[src/rtl/alu_core.sv]
// Purpose : 32-bit integer ALU for the execute stage (add/sub, logic ops, shifts, set-less-than, pass-B).
// Latency : 1 cycle; alu_result, zero and out_valid are registered together on the rising edge of clk.
// Backpr. : none; a new operation can be issued every cycle, results are never stalled.
//
// Ports:
//   clk         system clock, all state updates on the rising edge
//   rst         synchronous active-high reset (overrides in_valid)
//   in_valid    a / b / alu_ctl hold an operation this cycle
//   alu_ctl     operation select, see alu_op_e below (11-15 reserved -> result 0)
//   a, b        operands; b also supplies the shift amount (low $clog2(WIDTH) bits)
//   alu_result  registered result, held while in_valid is low
//   zero        registered, 1 when alu_result == 0 (branch resolution)
//   out_valid   alu_result/zero were produced by an in_valid cycle on the previous edge

module alu_core #(
  parameter int WIDTH = 32
) (
  input  logic             clk,
  input  logic             rst,
  input  logic             in_valid,
  input  logic [3:0]       alu_ctl,
  input  logic [WIDTH-1:0] a,
  input  logic [WIDTH-1:0] b,
  output logic [WIDTH-1:0] alu_result,
  output logic             zero,
  output logic             out_valid
);

  localparam int SHW = $clog2(WIDTH);

  typedef enum logic [3:0] {
    OP_ADD   = 4'd0,
    OP_SUB   = 4'd1,
    OP_AND   = 4'd2,
    OP_OR    = 4'd3,
    OP_XOR   = 4'd4,
    OP_SLL   = 4'd5,
    OP_SRL   = 4'd6,
    OP_SRA   = 4'd7,
    OP_SLT   = 4'd8,
    OP_SLTU  = 4'd9,
    OP_PASSB = 4'd10
  } alu_op_e;

  alu_op_e op;
  assign op = alu_op_e'(alu_ctl);

  // ---------------------------------------------------------------------------
  // Shared adder. SUB, SLT and SLTU all need a - b, so one adder is reused:
  // a - b = a + ~b + 1. The extra top bit is the carry-out, which for the
  // subtract case is the inverted borrow (carry=1 <=> a >= b unsigned).
  // ---------------------------------------------------------------------------
  logic             sub_mode;
  logic [WIDTH-1:0] add_b;
  logic [WIDTH:0]   sum_ext;
  logic [WIDTH-1:0] sum;
  logic             carry_out;

  assign sub_mode  = (op == OP_SUB) || (op == OP_SLT) || (op == OP_SLTU);
  assign add_b     = sub_mode ? ~b : b;
  assign sum_ext   = {1'b0, a} + {1'b0, add_b} + {{WIDTH{1'b0}}, sub_mode};
  assign sum       = sum_ext[WIDTH-1:0];
  assign carry_out = sum_ext[WIDTH];

  // Unsigned less-than is simply "a - b borrowed".
  logic lt_unsigned;
  assign lt_unsigned = ~carry_out;

  // Signed less-than: when the signs differ the difference can overflow, so
  // the answer is just the sign of a; when they agree the difference cannot
  // overflow and its sign bit is the answer.
  logic sign_a;
  logic sign_b;
  logic lt_signed;
  assign sign_a    = a[WIDTH-1];
  assign sign_b    = b[WIDTH-1];
  assign lt_signed = (sign_a ^ sign_b) ? sign_a : sum[WIDTH-1];

  // ---------------------------------------------------------------------------
  // Shifter. Only the low SHW bits of b are used; the upper bits are ignored
  // so that shift amounts wrap modulo WIDTH.
  // ---------------------------------------------------------------------------
  logic [SHW-1:0]   shamt;
  logic [WIDTH-1:0] shl;
  logic [WIDTH-1:0] shr_logic;
  logic [WIDTH-1:0] shr_arith;

  assign shamt     = b[SHW-1:0];
  assign shl       = a << shamt;
  assign shr_logic = a >> shamt;
  assign shr_arith = $unsigned($signed(a) >>> shamt);

  // ---------------------------------------------------------------------------
  // Result select. Reserved encodings fall into the default arm and produce 0,
  // so no control value can leave the result undefined.
  // ---------------------------------------------------------------------------
  logic [WIDTH-1:0] result_nxt;

  always_comb begin
    result_nxt = '0;
    case (op)
      OP_ADD:   result_nxt = sum;
      OP_SUB:   result_nxt = sum;
      OP_AND:   result_nxt = a & b;
      OP_OR:    result_nxt = a | b;
      OP_XOR:   result_nxt = a ^ b;
      OP_SLL:   result_nxt = shl;
      OP_SRL:   result_nxt = shr_logic;
      OP_SRA:   result_nxt = shr_arith;
      OP_SLT:   result_nxt = {{(WIDTH-1){1'b0}}, lt_signed};
      OP_SLTU:  result_nxt = {{(WIDTH-1){1'b0}}, lt_unsigned};
      OP_PASSB: result_nxt = b;
      default:  result_nxt = '0;
    endcase
  end

  // ---------------------------------------------------------------------------
  // Output registers. zero is registered alongside the result from the very
  // same next-state value, so it always matches the registered alu_result and
  // never reflects the current inputs. Result and flag hold when idle.
  // ---------------------------------------------------------------------------
  always_ff @(posedge clk) begin
    if (rst) begin
      alu_result <= '0;
      zero       <= 1'b1;
      out_valid  <= 1'b0;
    end else begin
      out_valid <= in_valid;
      if (in_valid) begin
        alu_result <= result_nxt;
        zero       <= (result_nxt == '0);
      end
    end
  end

endmodule

[config.mk]
export PLATFORM = sky130hd
export DESIGN_NAME = alu_core
export DESIGN_NICKNAME = d
export VERILOG_FILES = /design/src/rtl/alu_core.sv
export SDC_FILE = /design/constraint.sdc
export NUM_CORES = 1
export LEC_CHECK = 0
export CORE_MARGIN = 4
export CORE_UTILIZATION = 35
export CTS_CLUSTER_DIAMETER = 120
export CTS_CLUSTER_SIZE = 12
export DETAILED_ROUTE_END_ITERATION = 8
export PLACE_DENSITY = 0.53
export SYNTH_ARGS = -nofsm -noshare
export SYNTH_HDL_FRONTEND = slang
export SYNTH_SLANG_ARGS = --single-unit
[constraint.sdc]
create_clock -name clk -period 5.25 [get_ports clk]
set_input_delay 1.3125 -clock clk [delete_from_list [all_inputs] [get_ports clk]]
set_output_delay 1.3125 -clock clk [all_outputs]
set_load 0.005 [all_outputs]
Word-level counts from Yosys, hierarchy flattened

Cells that the tools add are included.

Bits in registers: 34
Latch bits: 0
RAM bits: 0
ROM bits: 0
Input bits: 71
Memories kept: 0

Add/subtract/negate cells: 2
$mul: 0
Divide/modulo/power cells: 0
Magnitude comparators: 0
Eq/ne operators: 10
Shifts and indexed selects: 3
Mux-type cells: 3
Bitwise logic cells: 6
Reduce and logical (&&, ||, !) cells: 5

Operators with widths:

| cell               | number |
|---|---|
| $pmux 32 s10       | 1 |
| $add 32x32->33     | 1 |
| $add 33x1->33      | 1 |
| $and 32x32->32     | 1 |
| $logic_not 32->1   | 1 |
| $mux 32            | 1 |
| $not 32->32        | 1 |
| $or 32x32->32      | 1 |
| $shl 32x5->32      | 1 |
| $shr 32x5->32      | 1 |
| $sshr 32x5->32     | 1 |
| $xor 32x32->32     | 1 |
| $eq 4x3->1 const B | 4 |
| $eq 4x4->1 const B | 3 |
| $eq 4x2->1 const B | 2 |
| $eq 4x1->1 const B | 1 |
| $logic_not 4->1    | 1 |
| $logic_or 1x1->1   | 2 |
| $reduce_or 2->1    | 1 |
| $mux 1             | 1 |
| $not 1->1          | 1 |
| $xor 1x1->1        | 1 |

Depth between registers and ports, before layout

Gate-level depths: netlist (run 1).

Depth in word-level cells: 9
Mapped depth: 17
Depth with buffers taken out: 15

Least setup slack after synthesis (run 1)

OpenSTA, ideal clock, no wires.

Path type: input-to-reg
Start: input port alu_ctl[1]
End: register zero
Setup time: 87 ps
Arrival time: 5028 ps
Required time: 5163 ps
Slack: 135 ps
Stages on the path: 16
Path buffers: 2
Cell sequence: clkbuf_1 nor2_1 nand2_1 buf_1 xnor2_1 ha_1 nand2_1 o311a_1 o211a_1 a21o_1 a21boi_2 a31oi_1 xnor2_1 a2111o_1 a2111o_1 o31ai_1

Longest elaborated chain between the ends: 9
Elaborated cells on any way between the ends: 21
Those cells by class: 2 x add/sub; 10 x eq/ne; 3 x mux; 1 x bitwise; 5 x reduce/logical

RTL lines:

| item                                     | RTL line | RTL |
|---|---|---|
| start, declared                          | 21       | `input logic [3:0] alu_ctl,` |
| $eq 4x1->1 or $eq 4x4->1 (tied branches) | 59, 101  |  |
| $logic_or 1x1->1 (2 in a row)            | 59       | `assign sub_mode = (op == OP_SUB) \|\| (op == OP_SLT) \|\| (op == OP_SLTU);` |
| $mux 32                                  | 60       | `assign add_b = sub_mode ? ~b : b;` |
| $add 32x32->33                           | 61       | `assign sum_ext = {1'b0, a} + {1'b0, add_b} + {{WIDTH{1'b0}}, sub_mode};` |
| $add 33x1->33                            | 61       |  |
| $mux 1 or $not 1->1 (tied branches)      | 77, 67   |  |
| $pmux 32 s10 (*)                         | 101      | `case (op)` |
| $logic_not 32->1 (*)                     | 131      | `zero <= (result_nxt == '0);` |
| end signal, assigned                     | 131      |  |
| end, declared                            | 25       | `output logic zero,` |

Every way passes the cells marked *; elsewhere a longest branch is shown, timed or not.
A chain may end at the register's enable or synchronous reset.

Worst setup path after layout (run 1)

Start: input port alu_ctl[3]
End: register zero

The elaborated chain is that of the path after synthesis.

==> results of run 1 <==
## through the flow
step,setup TNS [ps],instances
floorplan,0,1310
global placement,-359,1921
detailed placement,-427,1921
CTS,0,1929
global route,-4.76,1931
finish,0,1931
## cells in the mapped netlist (all sizes together) (7+ instances only)
cell type and instances:
inv 82, o22ai 28, nand2 117, a31oi 19
nor4 7, o211ai 17, o2111ai 7, a221oi 18
ha 98, mux2i 63, buf 44, mux2 25
a211oi 39, a311oi 7, or2 8, nor2b 17
a211o 9, dfxtp 34, and3 17, nand3 30
a2111oi 9, a22oi 11, clkbuf 62, mux4 44
nand4 20, o21ai 71, nor3 29, nor2 119
xnor2 40, o31ai 10, a21oi 73, or3 7
o21bai 9, a21o 10
## cell families (layout without fill, tap and decap cells)
logic type	Yosys count	in the layout	synth area share (%)
simple gates	413	413	20.5
compound gates	398	398	28.2
buf+inv	188	437	8.05
mux	132	132	19.5
fa+ha+maj	99	99	12.7
xor+xnor	46	46	4.11
flops	34	34	6.94
## worst max path at each step
stage | start | end | slack [ps] | cells past startpoint
5_1_grt | alu_ctl[2] | zero | -5 | 19
2_1_floorplan | alu_ctl[1] | zero | 130 | 16
3_3_place_gp | alu_ctl[2] | zero | -340 | 18
6_report | alu_ctl[3] | zero | 3 | 12
4_1_cts | alu_ctl[2] | zero | 40 | 16
3_5_place_dp | alu_ctl[3] | zero | -370 | 18
## metal layers
metal  track usage, %  share of wire (%)  vias to the layer above
met5                0                  0                        -
met4             10.3                3.6                        0
met3             3.08                8.3                       85
met2             51.9                 44                      614
met1             48.4                 44                     5919
li1                 -                  -                     5469
## what timing repair did
action | CTS | global route
setup endpoints to repair | 1 | 1
setup buffers | 0 | 2
resized for setup | 3 | 11
pin swaps | 1 | 10
## sequential cells by signal (all words and copies together) (netlist names)
name / cells
zero: 1
alu_result: 32
out_valid: 1
## cell type report
type                       instances  area share (%)
multi-input combinational       1088            64.9
clock buffer                       7            1.10
sequential                        34            5.25
inverter                          82            2.38
timing repair buffer             347            22.7
clock inverter                     1          0.0386
tap                              372            3.59
## worst max-delay path, delay by kind of cell
family	cells	cell delay, ps
AOI/OAI and AO/OA	3	1390
and+or+nand+nor	6	1610
buffers and inverters	3	1100
## where the power goes
part / switching (mW) / internal (mW) / leakage [nW] / total [mW]
Sequential: 0.00932 / 0.279 / 0.281 / 0.289
Clock: 0.100 / 0.188 / 0.0739 / 0.288
Combinational: 0.812 / 0.657 / 5.17 / 1.47
Total: 0.922 / 1.12 / 5.53 / 2.05
==> flow_metrics.tcl, run 1 <==
set metrics [dict create \
    avgSynthCellArea_um2 7.48 \
    grt_max_degree 58 \
    syn-num-nets 1480 \
    drive_above_1_share_pct 22.8 \
    syn-instance-count 1310 \
    finalPower_mw 2.05 \
    reg2reg_to "alu_result[0]" \
    netlist_area_um2 9800 \
    synth-main-ff-cell "dfxtp_1" \
    hpwl_um 44000 \
    place.gp.congestion 1.01 \
    fin_crit_ps 5250 \
    p_per_area_nw_per_um2 158 \
    hold_ws_ps 480 \
    routed_wirelength_um 53400 \
    final_cell_mix "buf_4 (237), nor2_1 (118), nand2_1 (116), clkdlybuf4s50_1 (100), ha_1 (98)" \
    setup_ws_ps 2.93 \
    synthDominantCellAreaShare_pct 12.5 \
    vias 12100 \
    slew_headroom_pct 15.2 \
    htree_num_levels 2 \
    synth_area_leaders "ha_1 (13%), mux4_2 (10%), dfxtp_1 (6.9%), mux2i_1 (6.4%), nor2_1 (4.6%)" \
    r2r_slack_ps 4520 \
    max_cap_violations 0 \
    finalCritPeriodShare_pct 99.9 \
    finalMaxSlewViolations 0 \
    final_common_cell "buf_4" \
    num_io_pins 105 \
    cp-start-kind "primary input" \
    dr.first_iter.drc_count 1387 \
    final_area_um2 13000 \
    slowest_delay_ps 1000 \
    run_status "finished clean" \
    fillers 2804 \
    hp-start "alu_result[16]" \
    critical_path.cell_chain "clkdlybuf4s50_1, buf_4, and3b_1, buf_4, nand3_1, o311ai_0, a2111oi_0, and3_1, nand4_1, nor4_2, nand4_1, o31ai_1" \
    min_path_cells 2 \
    seqCellArea_um2 681 \
    grt_pass1_vias 11300 \
    ff2ff_path_depth 2 \
    wl_per_cell_um 27.6 \
    clk_latency_ps 270 \
    grt_remaining_overflow 0 \
    hold_buffers 0 \
    postSynth.asyncResetShare_pct 0 \
    core_um2 27300 \
    clockBufferDepth 2 \
    dp_slack_ps -366 \
    p_leak_nw 5.53 \
    ys_warn_count 0 \
    rr_startpoint "alu_result[0]" \
    rows 60 \
    critical_path.max_fanout 28 \
    dieArea_um2 30700 \
    cts_buffers 5 \
    required_ps 5440 \
    fmax_mhz 191 \
    synth_edf_count 0 \
    initial_utilization_pct 36.0 \
    die_h_um 175 \
    min_to "alu_result[16]" \
    worst_pin_slew_ps 1240 \
    yosysTopAreaCell "ha_1" \
    hold_path_class "reg2reg" \
    grt_pass1_wl_um 77000 \
    ys_ff_latch 34 \
    crit_path_end_kind "flop" \
    area.growth.synth_to_final_pct 32.2 \
    postRouteAntennaNets 0 \
    ys_types 87 \
    io_buffers 104 \
    path_clk_slew_ps 50 \
    die_width_um 175 \
    final_nets 1728 \
    root_buffer "clkbuf_16" \
    skew_ps 0 \
    cp.arrival_ps 5440 \
    track_usage_pct 33.2 \
    cp_slowest_cell "a2111oi_0" \
    first_pass_iters 7 \
    cts.sinks 34 \
    num_antenna_cells 0 \
    cts_tree "built" \
    fin_util_pct 47.5 \
    drc_errors 0 \
    routed_via_density 6.26 \
    seq_area_frac_synth_pct 6.94 \
    final_hold_viol_count 0 \
    place_area_um2 12700 \
    vdd_ir_drop_max_mv 0.102 \
    multi_input_area_um2 8410 \
    worstSetupPathType "in2reg" \
    antenna_found_initial 0 \
    timing.final.setup_violations 0 \
]
Power figures use the tool's default switching activity.
==> inputs of run 2 (changes only) <==
- CORE_UTILIZATION: 35 -> 42
- HOLD_SLACK_MARGIN: unset -> 0.15
- PLACE_DENSITY: 0.53 -> 0.62
==> run 2 against run 1 <==
Compared with the run above: global-route usage is 2.8 points higher; critical path type unchanged; largest cell class unchanged; first-iteration DRC count is 5.8% higher; maximum frequency is 3.6% higher; register-to-register slack hardly changed; sequential cell count stayed put; setup slack better by 180 ps; clock power hardly changed; worst hold slack better by 0.54 ps.
==> flow_metrics.tcl, run 2 (synthesized netlist as in run 1, its figures left out) <==
set metrics [dict create \
    cp.arrival_ps 5260 \
    run_status "finished clean" \
    crit_end "zero" \
    p_sw_share_pct 44.5 \
    crit_start "alu_ctl[1]" \
    rr_startpoint "alu_result[27]" \
    intPower_mw 1.13 \
    drc_errors 0 \
    power_switching_mw 0.905 \
    critical_path.max_fanout 8 \
    reg_top3 "alu_result x32, out_valid x1, zero x1" \
    final_nets 1724 \
    largest_reg_flops 32 \
    hold_ws_ps 481 \
    fin_crit_ps 5070 \
    reg2reg_to "alu_result[27]" \
    dp.cells 1856 \
    pwr-share-seq_pct 14.2 \
    finalCritPeriodShare_pct 96.5 \
    p_leak_nw 5.51 \
    worst_pin_slew_ps 1210 \
    tns_ps 0 \
    slew_headroom_pct 17.4 \
    place.gp.congestion 1.08 \
    cp_slowest_cell "clkdlybuf4s50_1" \
    finalMaxSlewViolations 0 \
    core_um2 22800 \
    r2r_slack_ps 4510 \
    final_cell_mix "buf_4 (234), nor2_1 (117), nand2_1 (116), clkdlybuf4s50_1 (100), ha_1 (98)" \
    cts_buffers 5 \
    wl_per_cell_um 26.2 \
    crit_path_end_kind "flop" \
    die_width_um 161 \
    timing.final.setup_violations 0 \
    skew_ps 0 \
    hold_path_class "reg2reg" \
    dieArea_um2 25800 \
    finalPower_mw 2.03 \
    fillers 2172 \
    cp-start-kind "primary input" \
    rows 55 \
    grt_pass1_vias 11500 \
    initial_utilization_pct 43.0 \
    ff2ff_path_depth 2 \
    critical_path.cell_chain "clkdlybuf4s50_1, nor2_4, nand2_8, buf_4, xnor2_1, ha_1, and3_1, o21ai_1, a21oi_2, o31ai_2, buf_4, mux2_2, nor4_2, buf_4, nand4_1, nor4_2, nand4_1, o31ai_2" \
    final_hold_viol_count 0 \
    final_cells 1868 \
    io_buffers 104 \
    clkPwrFrac_pct 14.1 \
    clk_latency_ps 270 \
    final_area_um2 12900 \
    first_pass_iters 6 \
    vias 12100 \
    routed_wirelength_um 49000 \
    antenna_found_initial 1 \
    cts_tree "built" \
    hpwl_um 40100 \
    critical_path_depth 18 \
    crit_family "simple AND/OR/NAND/NOR gates" \
    routed_via_density 6.49 \
    worstSetupPathType "in2reg" \
    dr.first_iter.drc_count 1467 \
    hold_buffers 0 \
    root_buffer "clkbuf_16" \
    num_antenna_cells 0 \
    path_clk_slew_ps 50 \
    max_cap_violations 0 \
    place_area_um2 12600 \
    p_per_area_nw_per_um2 157 \
    crit_path_frequent_cell "buf_4" \
    required_ps 5440 \
    comb_power_share_pct 71.7 \
    postRouteAntennaNets 0 \
    htree_num_levels 2 \
    num_io_pins 105 \
    drive_above_1_share_pct 23.0 \
    vdd_ir_drop_max_mv 0.162 \
    critPathBufInv 4 \
    grt_max_degree 58 \
    top_register "alu_result" \
    final_common_cell "buf_4" \
    track_usage_pct 36.1 \
    grt_remaining_overflow 0 \
    slowest_delay_ps 520 \
    grt_pass1_wl_um 71900 \
    die_h_um 161 \
    clockBufferDepth 2 \
    fmax_mhz 197 \
    cts.sinks 34 \
    area.growth.synth_to_final_pct 31.6 \
]
## run 2: changes by cell type in the layout (fill, tap and decap cells not counted), sizes merged
cell	previous run	this run
buf	247	243
## run 2: metal layers
metal | global-route usage (%) | vias to the layer above | wire length (um)
li1 | - | 5451 | -
met1 | 49.4 | 5787 | 20400
met2 | 56.0 | 750 | 21200
met3 | 7.29 | 124 | 5220
met4 | 13.6 | 2 | 2160
met5 | 0 | - | 13
## run 2: how the worst min path moves through the flow
stage,startpoint,end,slack (ps),depth (start not counted)
global route,alu_result[15],alu_result[15],500,2
finish,alu_result[24],alu_result[24],480,2
global placement,zero,zero,460,2
detailed placement,alu_result[31],alu_result[31],470,2
CTS,alu_result[31],alu_result[31],480,2
floorplan,zero,zero,470,2
## run 2: layout make-up
cell class	count	area [um^2]	area share, %
Tap cell	313	392	3.04
Sequential cell	34	681	5.28
Clock buffer	7	143	1.11
Inverter	82	308	2.39
Timing Repair Buffer	343	2890	22.4
Clock inverter	1	5.00	0.0388
Multi-Input combinational cell	1088	8480	65.8
## run 2: tightest hold or removal path, stage by stage, from the launching register on
cell	delay, ps
dfxtp_1	300
nor2_1	80
a211oi_1	50
## run 2: metrics by stage
stage	setup WS (ps)	utilization (%)
final	184	56.6
after global routing	-20.2	56.6
after CTS	0.00977	56.0
after detailed placement	-260	55.3
after global placement	-141	55.3
after floorplan	135	-
## run 2: power by group through the flow
stage	logic, mW	registers (mW)	clock network [mW]
after detailed placement	1.40	0.294	0
final	1.46	0.289	0.287
after floorplan	0.738	0.296	0
after CTS	1.41	0.289	0.294
after global placement	1.39	0.293	0
after global routing	1.55	0.291	0.306
## run 2: timing repair
item | CTS | global route
endpoints found under the hold margin | 0 | 0
resized for setup | 0 | 22
endpoints found under the setup margin | 0 | 5
buffers inserted | 0 | 4
==> inputs of run 3 (changes only) <==
- CORE_MARGIN: 4 -> unset
==> run 3 against run 2 <==
Compared with the run above: die area is 7.3% lower; critical path type unchanged; non-clock buffer count decreased by 13; critical endpoint unchanged; cell count fell by 0.75%; clock skew unchanged; via count shrank 0.59%; critical path depth fell by 5; sequential cell count unchanged; utilization shrank 0.85 points; first-iteration DRC count down 5.4%.
==> flow_metrics.tcl, run 3 (synthesized netlist as in run 1, its figures left out) <==
set metrics [dict create \
    cp-start-kind "primary input" \
    power_switching_mw 0.902 \
    fillers 2238 \
    final_common_cell "buf_4" \
    first_pass_iters 6 \
    hp-start "alu_result[31]" \
    routed_wirelength_um 48300 \
    reg_top3 "alu_result x32, out_valid x1, zero x1" \
    min_path_cells 2 \
    p_per_area_nw_per_um2 157 \
    routed_via_density 6.50 \
    track_usage_pct 40.2 \
    final_cell_mix "buf_4 (223), nor2_1 (118), nand2_1 (116), clkdlybuf4s50_1 (100), ha_1 (98)" \
    reg2reg_to "alu_result[16]" \
    intPower_mw 1.10 \
    comb_power_share_pct 71.9 \
    initial_utilization_pct 43.0 \
    finalPower_mw 2.00 \
    r2r_slack_ps 4510 \
    pwr-share-seq_pct 14.4 \
    grt_max_degree 58 \
    postRouteAntennaNets 0 \
    critical_path.cell_chain "clkdlybuf4s50_1, buf_4, and3b_1, buf_4, nand3_1, o311ai_0, a2111oi_0, and3_1, nand4_1, nor4_2, buf_4, nand4_1, o31ai_1" \
    grt_pass1_wl_um 71600 \
    wl_per_cell_um 26.1 \
    crit_family "compound AO/OA/AOI/OAI gates" \
    final_cells 1854 \
    grt_remaining_overflow 0 \
    skew_ps 0 \
    cts.sinks 34 \
    num_antenna_cells 0 \
    finalCritPeriodShare_pct 97.9 \
    path_clk_slew_ps 50 \
    antenna_found_initial 2 \
    crit_path_frequent_cell "buf_4" \
    critical_path.max_fanout 28 \
    rr_startpoint "alu_result[16]" \
    run_status "finished clean" \
    clkPwrFrac_pct 13.7 \
    rsz0062_at_grt "false" \
    htree_num_levels 2 \
    ff2ff_path_depth 2 \
    cp_slowest_cell "a2111oi_0" \
    root_buffer "clkbuf_16" \
    grt_pass1_vias 11200 \
    die_width_um 155 \
    p_sw_share_pct 45.1 \
    clockBufferDepth 2 \
    hold_path_class "reg2reg" \
    core_um2 22800 \
    io_buffers 104 \
    cts_tree "built" \
    p_leak_nw 5.43 \
    vdd_ir_drop_max_mv 0.167 \
    hpwl_um 39100 \
    largest_reg_flops 32 \
    worstSetupPathType "in2reg" \
    final_hold_viol_count 0 \
    fin_crit_ps 5140 \
    drive_above_1_share_pct 21.9 \
    crit_path_end_kind "flop" \
    dieArea_um2 24000 \
    num_io_pins 105 \
    area.growth.synth_to_final_pct 29.7 \
    final_nets 1711 \
    drc_errors 0 \
    cp.arrival_ps 5340 \
    required_ps 5450 \
    dr.first_iter.drc_count 1388 \
    critPathBufInv 4 \
    top_register "alu_result" \
    cts_buffers 5 \
    min_to "alu_result[31]" \
    slew_headroom_pct 6.36 \
    fmax_mhz 195 \
    slowest_delay_ps 1080 \
    place.gp.congestion 1.07 \
    timing.final.setup_violations 0 \
    die_h_um 155 \
    finalMaxSlewViolations 0 \
    vias 12000 \
    dp.cells 1847 \
    max_cap_violations 0 \
    worst_pin_slew_ps 1370 \
    rows 55 \
    clk_latency_ps 280 \
]
[run 3: cell type report]
type                            count  area (um^2)  area share (%)
Clock buffer                        5          125           0.985
Clock inverter                      2         10.0          0.0788
Inverter                           82          308            2.42
Multi-Input combinational cell   1088         8420            66.2
Sequential cell                    34          681            5.36
Tap cell                          313          392            3.08
Timing Repair Buffer              330         2780            21.8
[run 3: timing repair]
| item | in CTS | in global routing |
|---|---|---|
| buffers inserted | 0 | 0 |
| setup endpoints to repair | 0 | 3 |
| hold buffers | 0 | 0 |
| resized for setup | 0 | 10 |
| endpoints found under the hold margin | 0 | 0 |
[run 3: power groups by stage]
stage                     Sequential [mW]  Combinational [mW]  Clock [mW]
after detailed placement            0.294                1.38           0
after floorplan                     0.296               0.738           0
after CTS                           0.289                1.39       0.282
final                               0.289                1.44       0.273
after global placement              0.294                1.38           0
after global routing                0.291                1.53       0.291
[run 3: worst max-delay path by stage]
| stage | startpoint | to | slack, ps | cells after the start |
|---|---|---|---|---|
| final | alu_ctl[3] | zero | 110 | 13 |
| after global routing | alu_ctl[2] | zero | 10 | 16 |
| after CTS | alu_ctl[2] | zero | 20 | 18 |
| after detailed placement | alu_ctl[2] | zero | -260 | 18 |
| after global placement | alu_ctl[2] | zero | -180 | 18 |
| after floorplan | alu_ctl[1] | zero | 130 | 16 |
[run 3: stage by stage]
| stage | TNS, ps | util [%] | area [um^2] | worst slack (ps) | hold slack (ps) |
|---|---|---|---|---|---|
| floorplan | 0 | - | 9800 | 135 | 468 |
| global placement | -176 | 55.0 | 12500 | -176 | 463 |
| detailed placement | -324 | 55.0 | 12500 | -263 | 467 |
| CTS | 0 | 55.6 | 12700 | 20.1 | 479 |
| global route | 0 | 55.8 | 12700 | 10.4 | 493 |
| finish | 0 | 55.8 | 12700 | 109 | 477 |
[run 3: routing by layer]
| metal | wire, um | GRT usage [%] |
|---|---|---|
| met5 | 0 | 0 |
| met4 | 2050 | 17.2 |
| met3 | 5100 | 5.88 |
| met2 | 21000 | 61.9 |
| met1 | 20200 | 55.7 |
[run 3: tightest hold or removal path: stages (launching register included)]
cell and delay [ps]:
dfxtp_1 310, nor2_1 80, nor3_1 50
